<file path="src/rtl/sevenseg_pkg.sv">
// Shared types and constants for the multiplexed seven-segment scan controller.
package sevenseg_pkg;

  localparam int CODE_W     = 5;
  localparam int MAX_DIGITS = 8;
  localparam int IDX_W      = 3;

  localparam logic [CODE_W-1:0] BLANK_CODE = 5'h13;

  typedef enum logic {
    GUARD = 1'b0,
    ON    = 1'b1
  } state_e;

  function automatic int max_int(input int a, input int b);
    return (a > b) ? a : b;
  endfunction

endpackage

</file>
<file path="src/rtl/sevenseg_if.sv">
// Host-write and display-drive signal bundle for sevenseg_scan_ctrl.
interface sevenseg_if;
  import sevenseg_pkg::*;

  logic                  wr_en;
  logic [IDX_W-1:0]      wr_addr;
  logic [CODE_W-1:0]     wr_data;
  logic                  wr_dp;
  logic                  commit;
  logic [MAX_DIGITS-1:0] digit_mask;

  logic [CODE_W-1:0]     code_out;
  logic                  dp_n;
  logic [MAX_DIGITS-1:0] an_n;
  logic                  frame_start;
  logic                  commit_ack;

  modport master (
    output wr_en, wr_addr, wr_data, wr_dp, commit, digit_mask,
    input  code_out, dp_n, an_n, frame_start, commit_ack
  );

  modport slave (
    input  wr_en, wr_addr, wr_data, wr_dp, commit, digit_mask,
    output code_out, dp_n, an_n, frame_start, commit_ack
  );

endinterface

</file>
<file path="src/rtl/sevenseg_phase_timer.sv">
// Self-reloading down-counter timing one scan phase of load_val cycles; done marks the last cycle.
module sevenseg_phase_timer #(
  parameter int W = 4
) (
  input  logic         clk,
  input  logic         rstn,
  input  logic         en,
  input  logic [W-1:0] load_val,
  output logic         done
);

  logic [W-1:0] cnt_q;
  logic [W-1:0] cnt_d;

  // Zero means "phase just started": the first enabled cycle picks up load_val.
  always_comb begin
    cnt_d = cnt_q;
    done  = 1'b0;
    if (en) begin
      if ((cnt_q == W'(1)) || ((cnt_q == '0) && (load_val <= W'(1)))) begin
        done  = 1'b1;
        cnt_d = '0;
      end else if (cnt_q == '0) begin
        cnt_d = load_val - W'(1);
      end else begin
        cnt_d = cnt_q - W'(1);
      end
    end
  end

  always_ff @(posedge clk) begin
    if (!rstn) begin
      cnt_q <= '0;
    end else begin
      cnt_q <= cnt_d;
    end
  end

endmodule

</file>
<file path="src/rtl/sevenseg_scan_ctrl.sv">
// Double-buffered 8-digit seven-segment scan controller with guard interval between digits.
// Optional leading-zero suppression is enabled by defining SEVENSEG_LZ_BLANK_EN.
module sevenseg_scan_ctrl
  import sevenseg_pkg::*;
#(
  parameter int NUM_DIGITS   = 8,
  parameter int REFRESH_DIV  = 100000,
  parameter int GUARD_CYCLES = 1000
) (
  input  logic       clk,
  input  logic       rstn,
  sevenseg_if.slave  bus
);

  localparam int               TMR_W       = $clog2(max_int(REFRESH_DIV, GUARD_CYCLES) + 1);
  localparam logic [IDX_W-1:0] LAST_IDX    = IDX_W'(NUM_DIGITS - 1);
  localparam state_e           RESET_STATE = (GUARD_CYCLES == 0) ? ON : GUARD;

  state_e                state_q, state_d;
  logic [IDX_W-1:0]      idx_q, idx_d;
  logic                  pend_q, pend_d;
  logic [CODE_W-1:0]     act_code_q [MAX_DIGITS];
  logic [CODE_W-1:0]     act_code_d [MAX_DIGITS];
  logic [CODE_W-1:0]     sh_code_q  [MAX_DIGITS];
  logic [CODE_W-1:0]     sh_code_d  [MAX_DIGITS];
  logic [MAX_DIGITS-1:0] act_dp_q, act_dp_d;
  logic [MAX_DIGITS-1:0] sh_dp_q, sh_dp_d;
  logic [CODE_W-1:0]     code_out_q, code_out_d;
  logic                  dp_n_q, dp_n_d;
  logic [MAX_DIGITS-1:0] an_n_q, an_n_d;
  logic                  fs_q, fs_d;
  logic                  ack_q, ack_d;

  logic                  phase_done;
  logic [TMR_W-1:0]      tmr_load;
  logic                  wrap;

  assign tmr_load = (state_q == GUARD) ? TMR_W'(GUARD_CYCLES) : TMR_W'(REFRESH_DIV);

  sevenseg_phase_timer #(
    .W (TMR_W)
  ) u_timer (
    .clk      (clk),
    .rstn     (rstn),
    .en       (1'b1),
    .load_val (tmr_load),
    .done     (phase_done)
  );

  always_ff @(posedge clk) begin
    if (!rstn) begin
      state_q    <= RESET_STATE;
      idx_q      <= '0;
      pend_q     <= 1'b0;
      act_code_q <= '{default: BLANK_CODE};
      sh_code_q  <= '{default: BLANK_CODE};
      act_dp_q   <= '0;
      sh_dp_q    <= '0;
      code_out_q <= BLANK_CODE;
      dp_n_q     <= 1'b1;
      an_n_q     <= '1;
      fs_q       <= 1'b0;
      ack_q      <= 1'b0;
    end else begin
      state_q    <= state_d;
      idx_q      <= idx_d;
      pend_q     <= pend_d;
      act_code_q <= act_code_d;
      sh_code_q  <= sh_code_d;
      act_dp_q   <= act_dp_d;
      sh_dp_q    <= sh_dp_d;
      code_out_q <= code_out_d;
      dp_n_q     <= dp_n_d;
      an_n_q     <= an_n_d;
      fs_q       <= fs_d;
      ack_q      <= ack_d;
    end
  end

  // Next state: phase sequencing, frame-boundary commit and shadow writes.
  always_comb begin
    state_d    = state_q;
    idx_d      = idx_q;
    pend_d     = pend_q;
    act_code_d = act_code_q;
    act_dp_d   = act_dp_q;
    sh_code_d  = sh_code_q;
    sh_dp_d    = sh_dp_q;
    fs_d       = 1'b0;
    ack_d      = 1'b0;
    wrap       = 1'b0;

    if (phase_done) begin
      if (state_q == GUARD) begin
        state_d = ON;
      end else begin
        state_d = (GUARD_CYCLES == 0) ? ON : GUARD;
        if (idx_q == LAST_IDX) begin
          idx_d = '0;
          wrap  = 1'b1;
        end else begin
          idx_d = idx_q + IDX_W'(1);
        end
      end
    end

    if (wrap) begin
      fs_d = 1'b1;
      if (pend_q || bus.commit) begin
        act_code_d = sh_code_q;
        act_dp_d   = sh_dp_q;
        ack_d      = 1'b1;
        pend_d     = 1'b0;
      end
    end else if (bus.commit) begin
      pend_d = 1'b1;
    end

    // Shadow update uses the pre-edge copy above, so a write here waits for the next commit.
    if (bus.wr_en && (int'(bus.wr_addr) < NUM_DIGITS)) begin
      sh_code_d[bus.wr_addr] = bus.wr_data;
      sh_dp_d[bus.wr_addr]   = bus.wr_dp;
    end
  end

  // Outputs follow the next state so code, dp and anodes change on the same edge.
  always_comb begin
`ifdef SEVENSEG_LZ_BLANK_EN
    logic lead;
`endif
    code_out_d = act_code_d[idx_d];
    dp_n_d     = ~act_dp_d[idx_d];
    an_n_d     = '1;
    if ((state_d == ON) && bus.digit_mask[idx_d]) begin
      an_n_d[idx_d] = 1'b0;
    end
`ifdef SEVENSEG_LZ_BLANK_EN
    lead = 1'b1;
    for (int j = 1; j < MAX_DIGITS; j++) begin
      if ((j < NUM_DIGITS) && (j > int'(idx_d)) && bus.digit_mask[j] &&
          (act_code_d[j] != '0) && (act_code_d[j] != BLANK_CODE)) begin
        lead = 1'b0;
      end
    end
    if ((idx_d != '0) && (act_code_d[idx_d] == '0) && lead) begin
      code_out_d = BLANK_CODE;
    end
`endif
  end

  assign bus.code_out    = code_out_q;
  assign bus.dp_n        = dp_n_q;
  assign bus.an_n        = an_n_q;
  assign bus.frame_start = fs_q;
  assign bus.commit_ack  = ack_q;

endmodule

</file>
<file path="src/flat_wrapper.sv">
// flat-port wrapper written by rule: the top's interface ports become plain ports
module sevenseg_scan_ctrl_flat import sevenseg_pkg::*;
#(
  parameter int NUM_DIGITS   = 8,
  parameter int REFRESH_DIV  = 100000,
  parameter int GUARD_CYCLES = 1000
)
  (clk, rstn, bus_wr_en, bus_wr_addr, bus_wr_data, bus_wr_dp, bus_commit, bus_digit_mask, bus_code_out, bus_dp_n, bus_an_n, bus_frame_start, bus_commit_ack);
  sevenseg_if bus_i ();
  input  logic clk;
  input  logic rstn;
  input wire logic [$bits(bus_i.wr_en)-1:0] bus_wr_en;
  input wire logic [$bits(bus_i.wr_addr)-1:0] bus_wr_addr;
  input wire logic [$bits(bus_i.wr_data)-1:0] bus_wr_data;
  input wire logic [$bits(bus_i.wr_dp)-1:0] bus_wr_dp;
  input wire logic [$bits(bus_i.commit)-1:0] bus_commit;
  input wire logic [$bits(bus_i.digit_mask)-1:0] bus_digit_mask;
  output wire logic [$bits(bus_i.code_out)-1:0] bus_code_out;
  output wire logic [$bits(bus_i.dp_n)-1:0] bus_dp_n;
  output wire logic [$bits(bus_i.an_n)-1:0] bus_an_n;
  output wire logic [$bits(bus_i.frame_start)-1:0] bus_frame_start;
  output wire logic [$bits(bus_i.commit_ack)-1:0] bus_commit_ack;
  assign bus_i.wr_en = bus_wr_en;
  assign bus_i.wr_addr = bus_wr_addr;
  assign bus_i.wr_data = bus_wr_data;
  assign bus_i.wr_dp = bus_wr_dp;
  assign bus_i.commit = bus_commit;
  assign bus_i.digit_mask = bus_digit_mask;
  assign bus_code_out = bus_i.code_out;
  assign bus_dp_n = bus_i.dp_n;
  assign bus_an_n = bus_i.an_n;
  assign bus_frame_start = bus_i.frame_start;
  assign bus_commit_ack = bus_i.commit_ack;
  sevenseg_scan_ctrl #(.NUM_DIGITS(NUM_DIGITS), .REFRESH_DIV(REFRESH_DIV), .GUARD_CYCLES(GUARD_CYCLES)) u_core (.clk(clk), .rstn(rstn), .bus(bus_i));
endmodule
</file>
<file path="config.mk">
export PLATFORM = sky130hd
export DESIGN_NAME = sevenseg_scan_ctrl_flat
export DESIGN_NICKNAME = d
export VERILOG_FILES = /design/src/rtl/sevenseg_pkg.sv /design/src/rtl/sevenseg_if.sv /design/src/rtl/sevenseg_phase_timer.sv /design/src/rtl/sevenseg_scan_ctrl.sv /design/src/flat_wrapper.sv
export SDC_FILE = /design/constraint.sdc
export NUM_CORES = 1
export LEC_CHECK = 0
export ABC_AREA = 1
export CAP_MARGIN = 20
export CORE_MARGIN = 8
export CORE_UTILIZATION = 45
export CTS_CLUSTER_DIAMETER = 150
export DETAILED_ROUTE_END_ITERATION = 7
export PLACE_DENSITY_LB_ADDON = 0.1
export SKIP_CTS_REPAIR_TIMING = 1
export SLEW_MARGIN = 10
export SYNTH_ARGS = -nofsm -noshare
export SYNTH_HDL_FRONTEND = slang
export SYNTH_SLANG_ARGS = --single-unit
</file>
<file path="constraint.sdc">
create_clock -name clk -period 1.74 [get_ports clk]
set_input_delay 0.348 -clock clk [delete_from_list [all_inputs] [get_ports clk]]
set_output_delay 0.348 -clock clk [all_outputs]
set_load 0.03 [all_outputs]
</file>
* After elaboration in Yosys (flattened, before gate mapping) *
Index checks and enable logic that the tools add are counted.

storage, ports and cells
  bits of input ports = 21
  register bits after elaboration = 134
  word-level logic and storage cells = 94
  output and inout port bits = 16

operators by class
  multiplexer cells = 35
  reduce and logical (&&, ||, !) cells = 13
  magnitude comparators = 8
  bitwise gates (word level) = 5
  equality and inequality tests = 3
  add/subtract/negate cells = 3

operator list
  cell                                                                               number
  40-bit two-way mux                                                                 2
  40-bit bitwise mux                                                                 1
  17-bit two-way mux                                                                 2
  17-bit by 1-bit subtractor with 17-bit output, second input constant               2
  17-bit by 1-bit == test with 1-bit output, second input constant                   1
  17-bit by 1-bit less-or-equal comparator with 1-bit output, second input constant  1
  17-bit logical NOT                                                                 1
  8-bit two-way mux                                                                  2
  5-bit binary-select mux with 3-bit select                                          1
  5-bit demux with 3-bit select                                                      1
  1-bit two-way mux                                                                  15
  5-bit two-way mux                                                                  3
  3-bit two-way mux                                                                  3
  8-bit bitwise mux                                                                  1
  4-bit >= comparator, second input constant                                         2
  3-bit by 4-bit < comparator with 1-bit output, second input constant               2
  3-bit NOT with 4-bit output                                                        2
  8-bit NOT                                                                          1
  1-bit binary-select mux with 3-bit select                                          2
  1-bit demux with 3-bit select                                                      2
  3-bit by 1-bit >= comparator with 1-bit output, second input constant              2
  2-bit AND reduction                                                                3
  1-bit logical AND                                                                  5
  4-bit by 1-bit < comparator with 1-bit output, second input constant               1
  7 further kinds                                                                    9

* Depth between registers and ports, before layout *
  depth in word-level cells = 11
  mapped depth = 14
  mapped depth without buffers = 14

* Hierarchy *
From an unflattened synthesis, not the netlist that was laid out.

unflattened totals
  cells, all modules = 1004
  area total of the unflattened synthesis = 6722.7 µm²

by module, submodules not included
  module                sequential area each (µm²)  times used  cells each  area an instance (µm²)
  sevenseg_scan_ctrl    2342.2                      1           674         4805.9
  sevenseg_phase_timer  340.3                       1           330         1916.8

* Least setup slack after synthesis *
No wires, ideal clock.

  path type = register -> register
  from = register u_core.u_timer.cnt_q[1]
  to = register u_core.an_n_q[0] (netlist: u_core.bus.an_n[0])
  period minus slack after synthesis = 1.779 ns
  arrival time = 1.645 ns
  setup time = 0.134 ns
  path buffers = 0
  required time = 1.606 ns
  slack = -0.039 ns
  cell stages (with the launch flop) = 14
  cells stage by stage = dfxtp_1 > inv_1 > ha_1 > nand2_1 > nor2_4 > nand3_4 > nand2_2 > nand2_4 > inv_4 > nor2_4 > inv_2 > nor2_2 > nor2_4 > nand4_1

on the way
  cells in the longest elaborated chain, start to end = 10
  elaborated cells between the ends (all ways) = 17
  those cells by class = order compare (2); eq/ne (1); mux (7); bitwise (1); reduce/logical (6)

RTL lines
  what                                                                                                                                          RTL line                    RTL
  start, declared                                                                                                                               sevenseg_phase_timer.sv:12  logic [W-1:0] cnt_q;
  start signal, assigned                                                                                                                        sevenseg_phase_timer.sv:35  cnt_q <= cnt_d;
  17-bit logical NOT                                                                                                                            sevenseg_phase_timer.sv:20  if ((cnt_q == W'(1)) || ((cnt_q == '0) && (load_val <= W'(1)))) begin
  1-bit logical AND                                                                                                                             sevenseg_phase_timer.sv:20
  1-bit logical OR *                                                                                                                            sevenseg_phase_timer.sv:20
  1-bit two-way mux *                                                                                                                           sevenseg_phase_timer.sv:20
  3-bit two-way mux                                                                                                                             sevenseg_scan_ctrl.sv:93    if (phase_done) begin
  3-bit by 4-bit < comparator with 1-bit output (not written as such) / 3-bit by 1-bit >= comparator with 1-bit output (equally long branches)  sevenseg_scan_ctrl.sv:135   an_n_d[idx_d] = 1'b0;
  1-bit logical AND (not written as such)                                                                                                       sevenseg_scan_ctrl.sv:135
  1-bit two-way mux (not written as such)                                                                                                       sevenseg_scan_ctrl.sv:135
  1-bit demux with 3-bit select                                                                                                                 -
  8-bit NOT (no line)                                                                                                                           -
  end signal, assigned                                                                                                                          sevenseg_scan_ctrl.sv:74    an_n_q <= an_n_d;
  end, declared                                                                                                                                 sevenseg_scan_ctrl.sv:30    logic [MAX_DIGITS-1:0] an_n_q, an_n_d;

Mark *: on every way between the ends. The rest lies on a longest branch, timed or not. The select of a mux whose other input is x is not followed.
A chain may end at the register's enable or synchronous reset.

* Worst setup path in the final report *
  from = register u_core.u_timer.cnt_q[1]
  to = register u_core.dp_n_q (netlist: u_core.bus.dp_n)

on the way
  cells in the longest elaborated chain, start to end = 9
  elaborated cells between the ends (all ways) = 11
  those cells by class = eq/ne (1); mux (6); bitwise (1); reduce/logical (3)

RTL lines
  what                                         RTL line                    RTL
  17-bit logical NOT                           sevenseg_phase_timer.sv:20
  1-bit logical AND                            sevenseg_phase_timer.sv:20
  1-bit logical OR *                           sevenseg_phase_timer.sv:20
  1-bit two-way mux *                          sevenseg_phase_timer.sv:20
  1-bit two-way mux                            sevenseg_scan_ctrl.sv:93
  8-bit two-way mux                            sevenseg_scan_ctrl.sv:107   if (wrap) begin
  1-bit binary-select mux with 3-bit select *  sevenseg_scan_ctrl.sv:132   dp_n_d = ~act_dp_d[idx_d];
  1-bit two-way mux (not written as such) *    sevenseg_scan_ctrl.sv:132
  1-bit NOT *                                  sevenseg_scan_ctrl.sv:132
  end signal, assigned                         sevenseg_scan_ctrl.sv:73    dp_n_q <= dp_n_d;
  end, declared                                sevenseg_scan_ctrl.sv:29    logic dp_n_q, dp_n_d;

Marked as above.

==> impl_metrics.env <==
export IMPL_status="finished, violations left"
export IMPL_violations="negative setup slack"
export IMPL_drc_errors=0
export IMPL_clock_sinks=134
export IMPL_netlist_cell_type_count=43
export IMPL_yosys_warnings=0
export IMPL_synth_top_area_share=0.4343
export IMPL_synth_edf_count=0
export IMPL_power_uw=12250
export IMPL_hold_slack_ps=221.5
export IMPL_critPathBufInv=3
export IMPL_rsz0062_at_grt="yes"
export IMPL_vias=6185
export IMPL_post_drt_via_cell_ratio=5.103
export IMPL_synth_area_sq_mm=0.006177
export IMPL_io_pins=37
export IMPL_core_area_sq_mm=0.01367
export IMPL_worstSkewPairLatency_ps=430
export IMPL_maxCapViolCount=0
export IMPL_ys_flop_type="dfxtp_1"
export IMPL_synth_seq_cells=134
export IMPL_finalSetupTns_ps=-4291
export IMPL_cpPeakStageDelay_ps=320
export IMPL_layout_drive_gt1_share=0.2471
export IMPL_route_met3_wl_microns=1242
export IMPL_worst_slew_pin_transition_ps=445.6
export IMPL_rows=43
export IMPL_finalHoldViolCount=0
export IMPL_fmax_ghz=0.4939
export IMPL_critPathRequiredTime_ps=2040
export IMPL_syn_avg_cell_area_sq_um=6.948
export IMPL_layoutNonFillerInstCount=1212
export IMPL_synth_cells=889
export IMPL_grt_pass1_wl_microns=28150
export IMPL_min_from="rstn"
export IMPL_ir_drop_mv=0.7385
export IMPL_grt_overflow=0
export IMPL_relSlewSlack=0.7030
export IMPL_cts_tree="built"
export IMPL_cts_made_buffers=17
export IMPL_grt_usage=0.1983
export IMPL_path_class="reg2reg"
export IMPL_hp_class="in2reg"
export IMPL_wire_per_inst_microns=15.78
export IMPL_wl_met1_microns=8607
export IMPL_skew_ps=7.797
export IMPL_slowest_stage="dfxtp_2"
export IMPL_multi_input_area_sq_mm=0.003318
export IMPL_cp_top_family="simple AND/OR/NAND/NOR gates"
export IMPL_hpwl_microns=12100
export IMPL_slew_viol_final=0
export IMPL_endpoint_kind="flip-flop"
export IMPL_wl_microns=19130
export IMPL_p_leak_uw=0.004080
export IMPL_antenna_left=0
export IMPL_finalCriticalPeriod_ps=2025
export IMPL_cts_reportedPaths_clkPinSlew_ps=60
export IMPL_yosysTopAreaCell="dfxtp_1"
export IMPL_cts_root_buf="clkbuf_16"
export IMPL_fill_cells=1177
export IMPL_yosys_top_cells_area="dfxtp_1 43%, nand2_1 17%, nor2_1 6.0%"
export IMPL_ys_seq_area_frac=0.4343
export IMPL_async_flop_share=0
export IMPL_drt_initial_drc_count=466
export IMPL_startpoint="u_core.u_timer.cnt_q[1]"
export IMPL_areaGrowthSynthToFinish_pct=40.75
export IMPL_die_area_sq_mm=0.01773
export IMPL_grt_pass1_vias=5557
export IMPL_htreeDepth=4
export IMPL_gp_congestion=0.8324
export IMPL_fin_ws_ps=-284.6
export IMPL_post_route_period_util=1.164
export IMPL_finalNetCount=1045
export IMPL_wl_met2_microns=8952
export IMPL_io_buffers=36
export IMPL_cp_arrival_ps=2330
export IMPL_crit_chain="inv_2 -> ha_4 -> nand3_2 -> nor2_4 -> buf_6 -> nand4_1 -> nand2_4 -> nor2_2 -> nand2_2 -> inv_1 -> nand2_1 -> nand2_1 -> nor2_1 -> nand3_1"
export IMPL_worstPathMaxFanout=7
export IMPL_fp_dieW_microns=133.2
export IMPL_antenna_found_initial=0
export IMPL_initial_utilization=0.4520
export IMPL_firstDrtPassIters=6
export IMPL_die_h_microns=133.2
export IMPL_diodes=0
export IMPL_highest_layer="met4"
export IMPL_worst_r2r_startpoint="u_core.u_timer.cnt_q[1]"
export IMPL_p_per_area_mw_per_mm2=1409
export IMPL_seq_area_sq_mm=0.002696
export IMPL_clockBufferDepth=2
export IMPL_startpoint_type="flip-flop"
export IMPL_grt_max_degree=71
export IMPL_setup_violations=37
export IMPL_syn_nets=915
export IMPL_placed_cells=1159
export IMPL_cpMostUsedCell="nand2_1"
[Yosys cell counts (2+ instances only)]
| cell type | instances |
|---|---|
| o21ai_1 | 11 |
| o21ai_2 | 2 |
| dfxtp_1 | 134 |
| inv_1 | 90 |
| xor2_1 | 4 |
| ha_1 | 5 |
| nor3_2 | 2 |
| or2_2 | 2 |
| or2_1 | 5 |
| nor3_1 | 2 |
| buf_6 | 5 |
| nor2_4 | 6 |
| buf_2 | 4 |
| nor2_2 | 8 |
| xnor2_1 | 2 |
| nand3b_1 | 4 |
| nand4_1 | 14 |
| nand3_1 | 50 |
| nand2_2 | 8 |
| buf_1 | 4 |
| o211ai_1 | 12 |
| clkbuf_1 | 21 |
| nand2_1 | 273 |
| a31oi_1 | 6 |
| a21oi_1 | 34 |
| nand2_4 | 2 |
| nor2_1 | 99 |
| o21ai_0 | 65 |
[where the power goes]
group,switching [uW],leakage [uW],internal [uW]
logic,2610,0.00268,2080
clock network,1380,0.000305,2570
registers,239,0.00109,3390
total,4220,0.00408,8030
[flip-flops by register name, summed over array words and instances, names as in the netlist]
name	cells
u_core.bus.dp_n	1
u_core.act_dp_q	8
u_core.sh_dp_q	8
u_core.sh_code_q	40
u_core.u_timer.cnt_q	17
u_core.bus.commit_ack	1
u_core.bus.frame_start	1
u_core.state_q	1
u_core.act_code_q	40
u_core.pend_q	1
u_core.idx_q	3
u_core.bus.code_out	5
u_core.bus.an_n	8
[cell type report]
class	instances	area share
flip-flops and latches	134	0.3101
repair buffers	145	0.1658
well taps	180	0.02590
inverters	93	0.04216
clock buffers	19	0.05094
multi-input cells	628	0.3816
clock inverters	13	0.02346
[cell families (layout without fill, tap and decap cells)]
kind of cell,count (synthesis),in the layout,share of synthesized area
adders and majority gates,5,5,0.01013
buffers and inverters,128,270,0.08568
DFF,134,134,0.4343
xor gates and xnor gates,6,6,0.008507
AOI/OAI and AO/OA,134,134,0.1197
and+or+nand+nor,482,483,0.3417
[final timing paths]
| path | slack, ps | end | cells after the start |
|---|---|---|---|
| max | -280 | u_core.bus.dp_n | 14 |
| min reg2reg | 450 | u_core.sh_code_q[23] | 2 |
| min | 220 | u_core.state_q | 3 |
| max reg2reg | -280 | u_core.bus.dp_n | 14 |
[layout by cell type (no fill, tap or decap), types with 12 or more instances in the layout]
master           netlist  final
a21oi_1               34     32
buf_4                  1     86
nand2_2                8     20
o21ai_0               65     52
inv_1                 90     85
o211ai_1              12     12
clkbuf_16              0     22
nor2_4                 6     19
nand3_1               50     42
clkdlybuf4s50_1        0     19
nor2_1                99     84
o21ai_2                2     15
nand4_1               14     14
dfxtp_1              134    123
nand2_1              273    257
dlymetal6s2s_1         0     16
[layer usage]
metal / up-vias / global-route usage
li1: 3097 / -
met1: 2878 / 0.2693
met2: 181 / 0.3040
met3: 29 / 0.04744
met4: 0 / 0.06238
met5: - / 0
[tightest hold or removal path: cells and delay by family]
kind,cells,cell delay [ps]
buffers and inverters,1,130
and+or+nand+nor,2,120
[metrics by stage]
step / utilization / setup slack [ps] / cell area, sq um
after floorplan: - / -7.415 / 6185
after global placement: 0.5348 / -316.5 / 7308
after detailed placement: 0.5348 / -325.1 / 7308
after CTS: 0.5821 / -361.3 / 7955
after global routing: 0.6362 / -395.1 / 8695
final: 0.6362 / -284.6 / 8695
Note: power is estimated with default switching activity, not from simulation.
